--- src/rtl/vga_sync_generator.sv ---
// VGA timing source: pixel-rate divider, scan counters and registered sync/blank status.
// Status outputs are computed from the next counter values so they line up with pix_x/pix_y.
module vga_sync_generator #(
    parameter int H_DISPLAY = 640,
    parameter int H_FRONT   = 16,
    parameter int H_SYNC    = 96,
    parameter int H_BACK    = 48,
    parameter int V_DISPLAY = 480,
    parameter int V_FRONT   = 10,
    parameter int V_SYNC    = 2,
    parameter int V_BACK    = 33,
    parameter int CLK_DIV   = 4
) (
    input  logic       CLK,
    input  logic       RST_N,
    output logic [9:0] pix_x,
    output logic [9:0] pix_y,
    output logic       hsync,
    output logic       vsync,
    output logic       video_on,
    output logic       p_tick,
    output logic       frame_start
);

    localparam int H_TOTAL = H_DISPLAY + H_FRONT + H_SYNC + H_BACK;
    localparam int V_TOTAL = V_DISPLAY + V_FRONT + V_SYNC + V_BACK;
    localparam int DW      = (CLK_DIV > 1) ? $clog2(CLK_DIV) : 1;

    localparam logic [DW-1:0] D_LAST   = DW'(CLK_DIV - 1);
    localparam logic [9:0]    H_LAST   = 10'(H_TOTAL - 1);
    localparam logic [9:0]    V_LAST   = 10'(V_TOTAL - 1);
    localparam logic [9:0]    H_VIS    = 10'(H_DISPLAY);
    localparam logic [9:0]    V_VIS    = 10'(V_DISPLAY);
    localparam logic [9:0]    HS_FIRST = 10'(H_DISPLAY + H_FRONT);
    localparam logic [9:0]    HS_LAST  = 10'(H_DISPLAY + H_FRONT + H_SYNC - 1);
    localparam logic [9:0]    VS_FIRST = 10'(V_DISPLAY + V_FRONT);
    localparam logic [9:0]    VS_LAST  = 10'(V_DISPLAY + V_FRONT + V_SYNC - 1);

    logic [DW-1:0] d;
    logic [9:0]    h_next;
    logic [9:0]    v_next;
    logic          h_wrap;
    logic          v_wrap;
    logic          hsync_next;
    logic          vsync_next;
    logic          video_next;

    always_ff @(posedge CLK or negedge RST_N) begin
        if (!RST_N) begin
            d <= '0;
        end else if (d == D_LAST) begin
            d <= '0;
        end else begin
            d <= d + DW'(1);
        end
    end

    // Decoded from the divider register only; with CLK_DIV = 1 this is tied high.
    assign p_tick = (d == D_LAST);

    assign h_wrap = (pix_x == H_LAST);
    assign v_wrap = (pix_y == V_LAST);

    always_comb begin
        h_next = pix_x + 10'd1;
        v_next = pix_y;
        if (h_wrap) begin
            h_next = '0;
            v_next = v_wrap ? '0 : pix_y + 10'd1;
        end
    end

    always_comb begin
        hsync_next = !((h_next >= HS_FIRST) && (h_next <= HS_LAST));
        vsync_next = !((v_next >= VS_FIRST) && (v_next <= VS_LAST));
        video_next = (h_next < H_VIS) && (v_next < V_VIS);
    end

    // Reset parks the scan at the last coordinate so the first tick loads (0,0).
    always_ff @(posedge CLK or negedge RST_N) begin
        if (!RST_N) begin
            pix_x       <= H_LAST;
            pix_y       <= V_LAST;
            hsync       <= 1'b1;
            vsync       <= 1'b1;
            video_on    <= 1'b0;
            frame_start <= 1'b0;
        end else begin
            frame_start <= p_tick && h_wrap && v_wrap;
            if (p_tick) begin
                pix_x    <= h_next;
                pix_y    <= v_next;
                hsync    <= hsync_next;
                vsync    <= vsync_next;
                video_on <= video_next;
            end
        end
    end

endmodule

--- config.mk ---
export PLATFORM = sky130hd
export DESIGN_NAME = vga_sync_generator
export DESIGN_NICKNAME = d
export VERILOG_FILES = /design/src/rtl/vga_sync_generator.sv
export SDC_FILE = /design/constraint.sdc
export NUM_CORES = 1
export LEC_CHECK = 0
export BUFFER_PORTS_ARGS = -buffer_cell sky130_fd_sc_hd__clkbuf_2
export CAP_MARGIN = 20
export CORE_UTILIZATION = 51
export DETAILED_ROUTE_END_ITERATION = 16
export GPL_TIMING_DRIVEN = 0
export PLACE_DENSITY = 0.76
export SLEW_MARGIN = 20
export SYNTH_ARGS = -nofsm -noshare
export SYNTH_HDL_FRONTEND = slang
export SYNTH_SLANG_ARGS = --single-unit
--- constraint.sdc ---
create_clock -name CLK -period 1.85 [get_ports CLK]
set_input_delay 0.185 -clock CLK [delete_from_list [all_inputs] [get_ports CLK]]
set_output_delay 0.185 -clock CLK [all_outputs]
set_load 0.005 [all_outputs]
# Word-level counts from Yosys, hierarchy flattened
# Index checks and enable logic that the tools add are counted.
# op_classes
n_addsub	3
order_cmp	6
n_eq_ne	3
n_mux	4
n_reduce_logical	7
# ops
operator	n
$mux W10	3
$add A10 B1 Y10 const B	2
$eq A10 B10 Y1 const B	2
$ge A10 B10 Y1 const B	1
$ge A10 B9 Y1 const B	1
$le A10 B10 Y1 const B	1
$le A10 B9 Y1 const B	1
$lt A10 B10 Y1 const B	1
$lt A10 B9 Y1 const B	1
$logic_and A1 B1 Y1	5
$add A2 B1 Y2 const B	1
$eq A2 B2 Y1 const B	1
$logic_not A1 Y1	2
$mux W2	1
# word_totals
register_bits	26
inputBits	2
out_inout_bits	25
word_cells	30

# Longest topological paths before layout
# logic_depth
word_depth	6
depth_mapped	8
mapped_depth_nobuf	7

# Worst setup path after synthesis
# OpenSTA, ideal clock, no wires.
# synth_timing
kind	flip-flop to flip-flop
start	register pix_y[0]
end	register pix_y[6]
setup_ps	124
arrival_ps	1965
required_ps	1726
path_slack_ps	-239
stages_incl_launch_ff	9
n_path_buf	1
period_less_slack_ps	2089
cell_sequence	dfrtp_1 > clkbuf_1 > inv_1 > ha_1 > or4b_4 > nor3_4 > a22oi_1 > o21a_1 > o21bai_1
# synth_between
elab_chain_len	3
word_cells_on_any_way	4
cone_classes	add/sub (1); eq/ne (1); mux (2)
# synth_rtl
item	line_no	source
start: declaration	17	output logic [9:0] pix_y,
start signal: assignment	92	pix_y <= v_next;
$add A10 B1 Y10 or $eq A10 B10 Y1 (tied branches)	69, 62	
$mux W10 (*)	69	v_next = v_wrap ? '0 : pix_y + 10'd1;
$mux W10 (*)	67	if (h_wrap) begin
# Mark *: on every way between the ends. The rest lies on a longest branch, timed or not.
# A chain may end at the register's enable or synchronous reset.

# Final worst setup path
# layout_timing
start	register pix_y[0]
end	register video_on
# layout_between
elab_chain_len	5
word_cells_on_any_way	6
cone_classes	add/sub (1); order compare (1); eq/ne (1); mux (2); reduce/logical (1)
# layout_rtl
item	line_no	source
$add A10 B1 Y10 or $eq A10 B10 Y1 (tied branches)	69, 62	
$mux W10	69	
$mux W10 (*)	67	
$lt A10 B9 Y1 (*)	76	video_next = (h_next < H_VIS) && (v_next < V_VIS);
$logic_and A1 B1 Y1 (*)	76	
end signal: assignment	95	video_on <= video_next;
end: declaration	20	output logic video_on,
# Marks and branches as above.

==> results.txt <==
The endpoint identified for the worst register-to-register timing path is video_on. The total vias in the final route came out at 1660. TritonCTS built the clock tree. The tool flagged a number of max-cap violations equal to 0. After layout, the minimum clock period comes to 2088 ps. The die outline width came out at 59.89 um. Of the cells placed in the final design, the portion with a size suffix greater than 1 is 45.11%. The worst-case vdd ir drop is 321.3 uV. For this run, asynchronously set or reset flops after synthesis account for 100.0%.

The most common cell in the synthesized netlist is sky130_fd_sc_hd__nand2_1. The power consumption is 841.5 uW. STA classifies the critical path startpoint as a register. The post-synthesis instance area is 1709 sq um. During placement, the flow inserted port buffers numbering 26. The total number of clock tree sinks came out at 26. The synthesized design contains 26 register bits. The post-route worst setup slack came out at -238.1 ps. The die height came out at 59.89 um. Setup violations remaining at the end of the flow were counted as 12. Counting flops with a built-in enable in the synthesized netlist gives 0.

On the final layout, the worst clock skew is 5.709 ps. The initial antenna violation count came out at 0. The setup path with the least slack is of type reg2reg. The HPWL reported at the end of detailed placement is 2734 um. The mean cell area of the mapped netlist came out at 9.340 sq um. The pre-CTS setup slack is -317.4 ps. The worst register-to-register path begins at pix_y[0]. The count of TritonRoute iterations in the first routing pass is 8.

The Yosys step of the flow raised 0 warnings. The I/O pin count is 27. The tightest min-delay check is of the in2async type. The number of levels in the clock H-tree came out at 1.

Once placement finished, the instance area stood at 1942 sq um. The most used flip-flop cell after synthesis is sky130_fd_sc_hd__dfrtp_1. The power density over cell area came out at 361.6 nW/um^2. At the end of routability-driven placement, the weighted congestion stood at 0.8413. The worst-case headroom to the max-slew limit is 59.36%.

The area growth from synthesis to final layout came out at 36.16%. The detailed-route wire length per cell is 16.56 um. The portion of synthesized cell area occupied by the leading cell type came out at 20.50%. The cell area after layout came out at 2327 sq um. The count of different cell masters after synthesis came out at 58. The final cycle utilization of the critical path came out at 112.9%. The final-report hold violation count came to 0. Synthesis produced a netlist with a net count of 190. The tree is rooted in a sky130_fd_sc_hd__clkbuf_4. Wires add up to 4621 um.

The number of design rule violations left after detail routing came out at 0. The global routing usage summed across all routing layers came out at 25.60%. The antenna diode count is 0. The region available for standard cell placement spans 3128 sq um. The number of clock buffers inserted by TritonCTS is 3.

The worst reg-to-reg setup slack is -240 ps. The number of pins exceeding their max-slew limit in the final report came out at 0. The run finished, with violations left.

The largest net degree at the start of global routing came out at 27. STA classifies the critical path endpoint as a register. The clock tree buffer depth came out at 2. The clock slew seen by the registers of the worst setup and hold paths came out at 140 ps. The maximum frequency from static timing analysis came out at 478.9 MHz.

Ranked by total cell area, the synthesized netlist is headed by sky130_fd_sc_hd__dfrtp_1 20%, sky130_fd_sc_hd__dfstp_2 18%, sky130_fd_sc_hd__o21ai_0 4.4%. The synthesized netlist cell count is 183. The via density per instance is 5.950. The commonest cells after synthesis are 19 x sky130_fd_sc_hd__nand2_1, 15 x sky130_fd_sc_hd__o21ai_0, 14 x sky130_fd_sc_hd__dfrtp_1. The static leakage came out at 0.9711 nW. The utilization after layout is 74.40%. The aggregate global routing overflow is 0. The biggest area contributor in the post-synthesis netlist is sky130_fd_sc_hd__dfrtp_1. The wire length of the first global-routing pass is 6955 um. The die footprint is 3587 sq um.

The worst endpoint required time is 2130 ps. The data arrival time of the critical path came out at 2370 ps. The sequential fraction of the synthesis area is 38.95%. The via count of the first global-routing pass came out at 1492.

The worst hold margin came out at 369.1 ps. The checks that failed: setup timing. The maximum fanout count along the critical path is 4.

The clock latency on the worst-skew pair is 330 ps. The final antenna-violating net count is 0. At the pin with the least slew margin, the transition time is 609.6 ps. The final layout contains 243 nets.

The number of cells traversed by the worst register-to-register path is 9. Setup repair after global routing could not meet its margin everywhere. In this run, the number of DRC markers left after iteration 0 of detailed routing was 135.

The initial core utilization came out at 54.64%. The number of placement rows came out at 20.
==> layout by cell type, fill, tap and decap left out, types with 2 or more instances in the layout <==
master                     count
sky130_fd_sc_hd__a211oi_2      2
sky130_fd_sc_hd__a21o_1        3
sky130_fd_sc_hd__a21oi_1       2
sky130_fd_sc_hd__a31oi_1       2
sky130_fd_sc_hd__a32o_1        2
sky130_fd_sc_hd__a41oi_1       5
sky130_fd_sc_hd__and3_1        4
sky130_fd_sc_hd__and3_4        2
sky130_fd_sc_hd__and4_1        3
sky130_fd_sc_hd__buf_2         3
sky130_fd_sc_hd__buf_4        17
sky130_fd_sc_hd__buf_6         9
sky130_fd_sc_hd__clkbuf_1      3
sky130_fd_sc_hd__clkbuf_2     26
sky130_fd_sc_hd__clkbuf_4      3
sky130_fd_sc_hd__clkbuf_8      2
sky130_fd_sc_hd__dfrtp_1      14
sky130_fd_sc_hd__dfstp_2      12
sky130_fd_sc_hd__ha_1          3
sky130_fd_sc_hd__ha_4          2
sky130_fd_sc_hd__inv_1         4
sky130_fd_sc_hd__inv_4         2
sky130_fd_sc_hd__mux2i_1       2
sky130_fd_sc_hd__nand2_1      18
sky130_fd_sc_hd__nand3_1       8
sky130_fd_sc_hd__nand4_1       2
sky130_fd_sc_hd__nor2_1       11
sky130_fd_sc_hd__nor2b_1       2
sky130_fd_sc_hd__nor3_1        3
sky130_fd_sc_hd__nor3b_1       2
sky130_fd_sc_hd__o21ai_0       8
sky130_fd_sc_hd__o21ai_1       4
sky130_fd_sc_hd__o21ai_2       3
sky130_fd_sc_hd__o31ai_1       2
sky130_fd_sc_hd__o31ai_4       2
sky130_fd_sc_hd__xnor2_1       5
==> sequential cells by signal, indices dropped and copies added (netlist names) <==
name	cells
vsync	1
pix_x	10
pix_y	10
video_on	1
frame_start	1
hsync	1
d	2
==> how the worst max path moves through the flow <==
stage | startpoint | slack (ps) | to | depth (start not counted)
global placement | pix_y[0] | -300 | pix_y[6] | 8
floorplan | pix_y[0] | -160 | pix_y[6] | 8
detailed placement | pix_y[1] | -320 | pix_y[6] | 8
CTS | pix_y[1] | -250 | vsync | 8
finish | pix_y[0] | -240 | video_on | 9
global route | pix_y[0] | -310 | video_on | 9
==> report_power, final <==
part | switching, mW | internal [mW] | leakage (nW)
Sequential | 0 | 0.570 | 0.311
Clock | 0.174 | 0.0848 | 0.0150
Combinational | 0.0102 | 0.00208 | 0.645
==> repair_timing <==
action,4_1_cts,5_1_grt
gates cloned,0,0
hold endpoints to repair,14,0
buffers inserted,19,5
resized for setup,24,17
pin swaps,13,8
endpoints found under the setup margin,17,17
hold buffers,1,0
==> cell families (layout without fill, tap and decap cells) <==
| group | count (synthesis) | count (layout) | share of synthesized area [%] |
|---|---|---|---|
| AOI/OAI and AO/OA | 49 | 49 | 20.86 |
| xor gates and xnor gates | 6 | 6 | 3.075 |
| adders and majority gates | 5 | 5 | 3.660 |
| muxes | 3 | 3 | 1.830 |
| buffers and inverters | 19 | 71 | 5.050 |
| DFF | 26 | 26 | 38.95 |
| and+or+nand+nor | 75 | 75 | 26.58 |
==> area by class of cell <==
cell class                 instances  area (sq um)
sequential                        26         665.6
multi-input combinational        138          1119
timing repair buffer              51         346.6
clock buffer                       4         26.28
buffer                            10         87.58
fill                             218         800.8
tap                               44         55.05
inverter                           6         27.53
==> metal layers <==
metal | track usage (%) | vias to the layer above | wire [um]
met5 | 0 | - | 0
met4 | 8.306 | 0 | 99
met3 | 2.165 | 8 | 251
met2 | 40.95 | 58 | 2291
met1 | 36.54 | 818 | 1977
li1 | - | 776 | -
==> metrics by stage <==
stage,setup TNS [ps],std cells
global placement,-2162,253
detailed placement,-2373,253
floorplan,-565.3,183
global route,-2909,279
finish,-2012,279
CTS,-1828,276
==> critical path, stage by stage, from the launching register on <==
cell and delay, ps:
sky130_fd_sc_hd__dfrtp_1 410, sky130_fd_sc_hd__clkbuf_8 150, sky130_fd_sc_hd__inv_4 50, sky130_fd_sc_hd__ha_4 120, sky130_fd_sc_hd__or4b_4 520, sky130_fd_sc_hd__nor3_4 220, sky130_fd_sc_hd__buf_6 150, sky130_fd_sc_hd__o21ai_4 50
sky130_fd_sc_hd__a21oi_4 190, sky130_fd_sc_hd__a32o_1 170
Power figures use the tool's default switching activity.
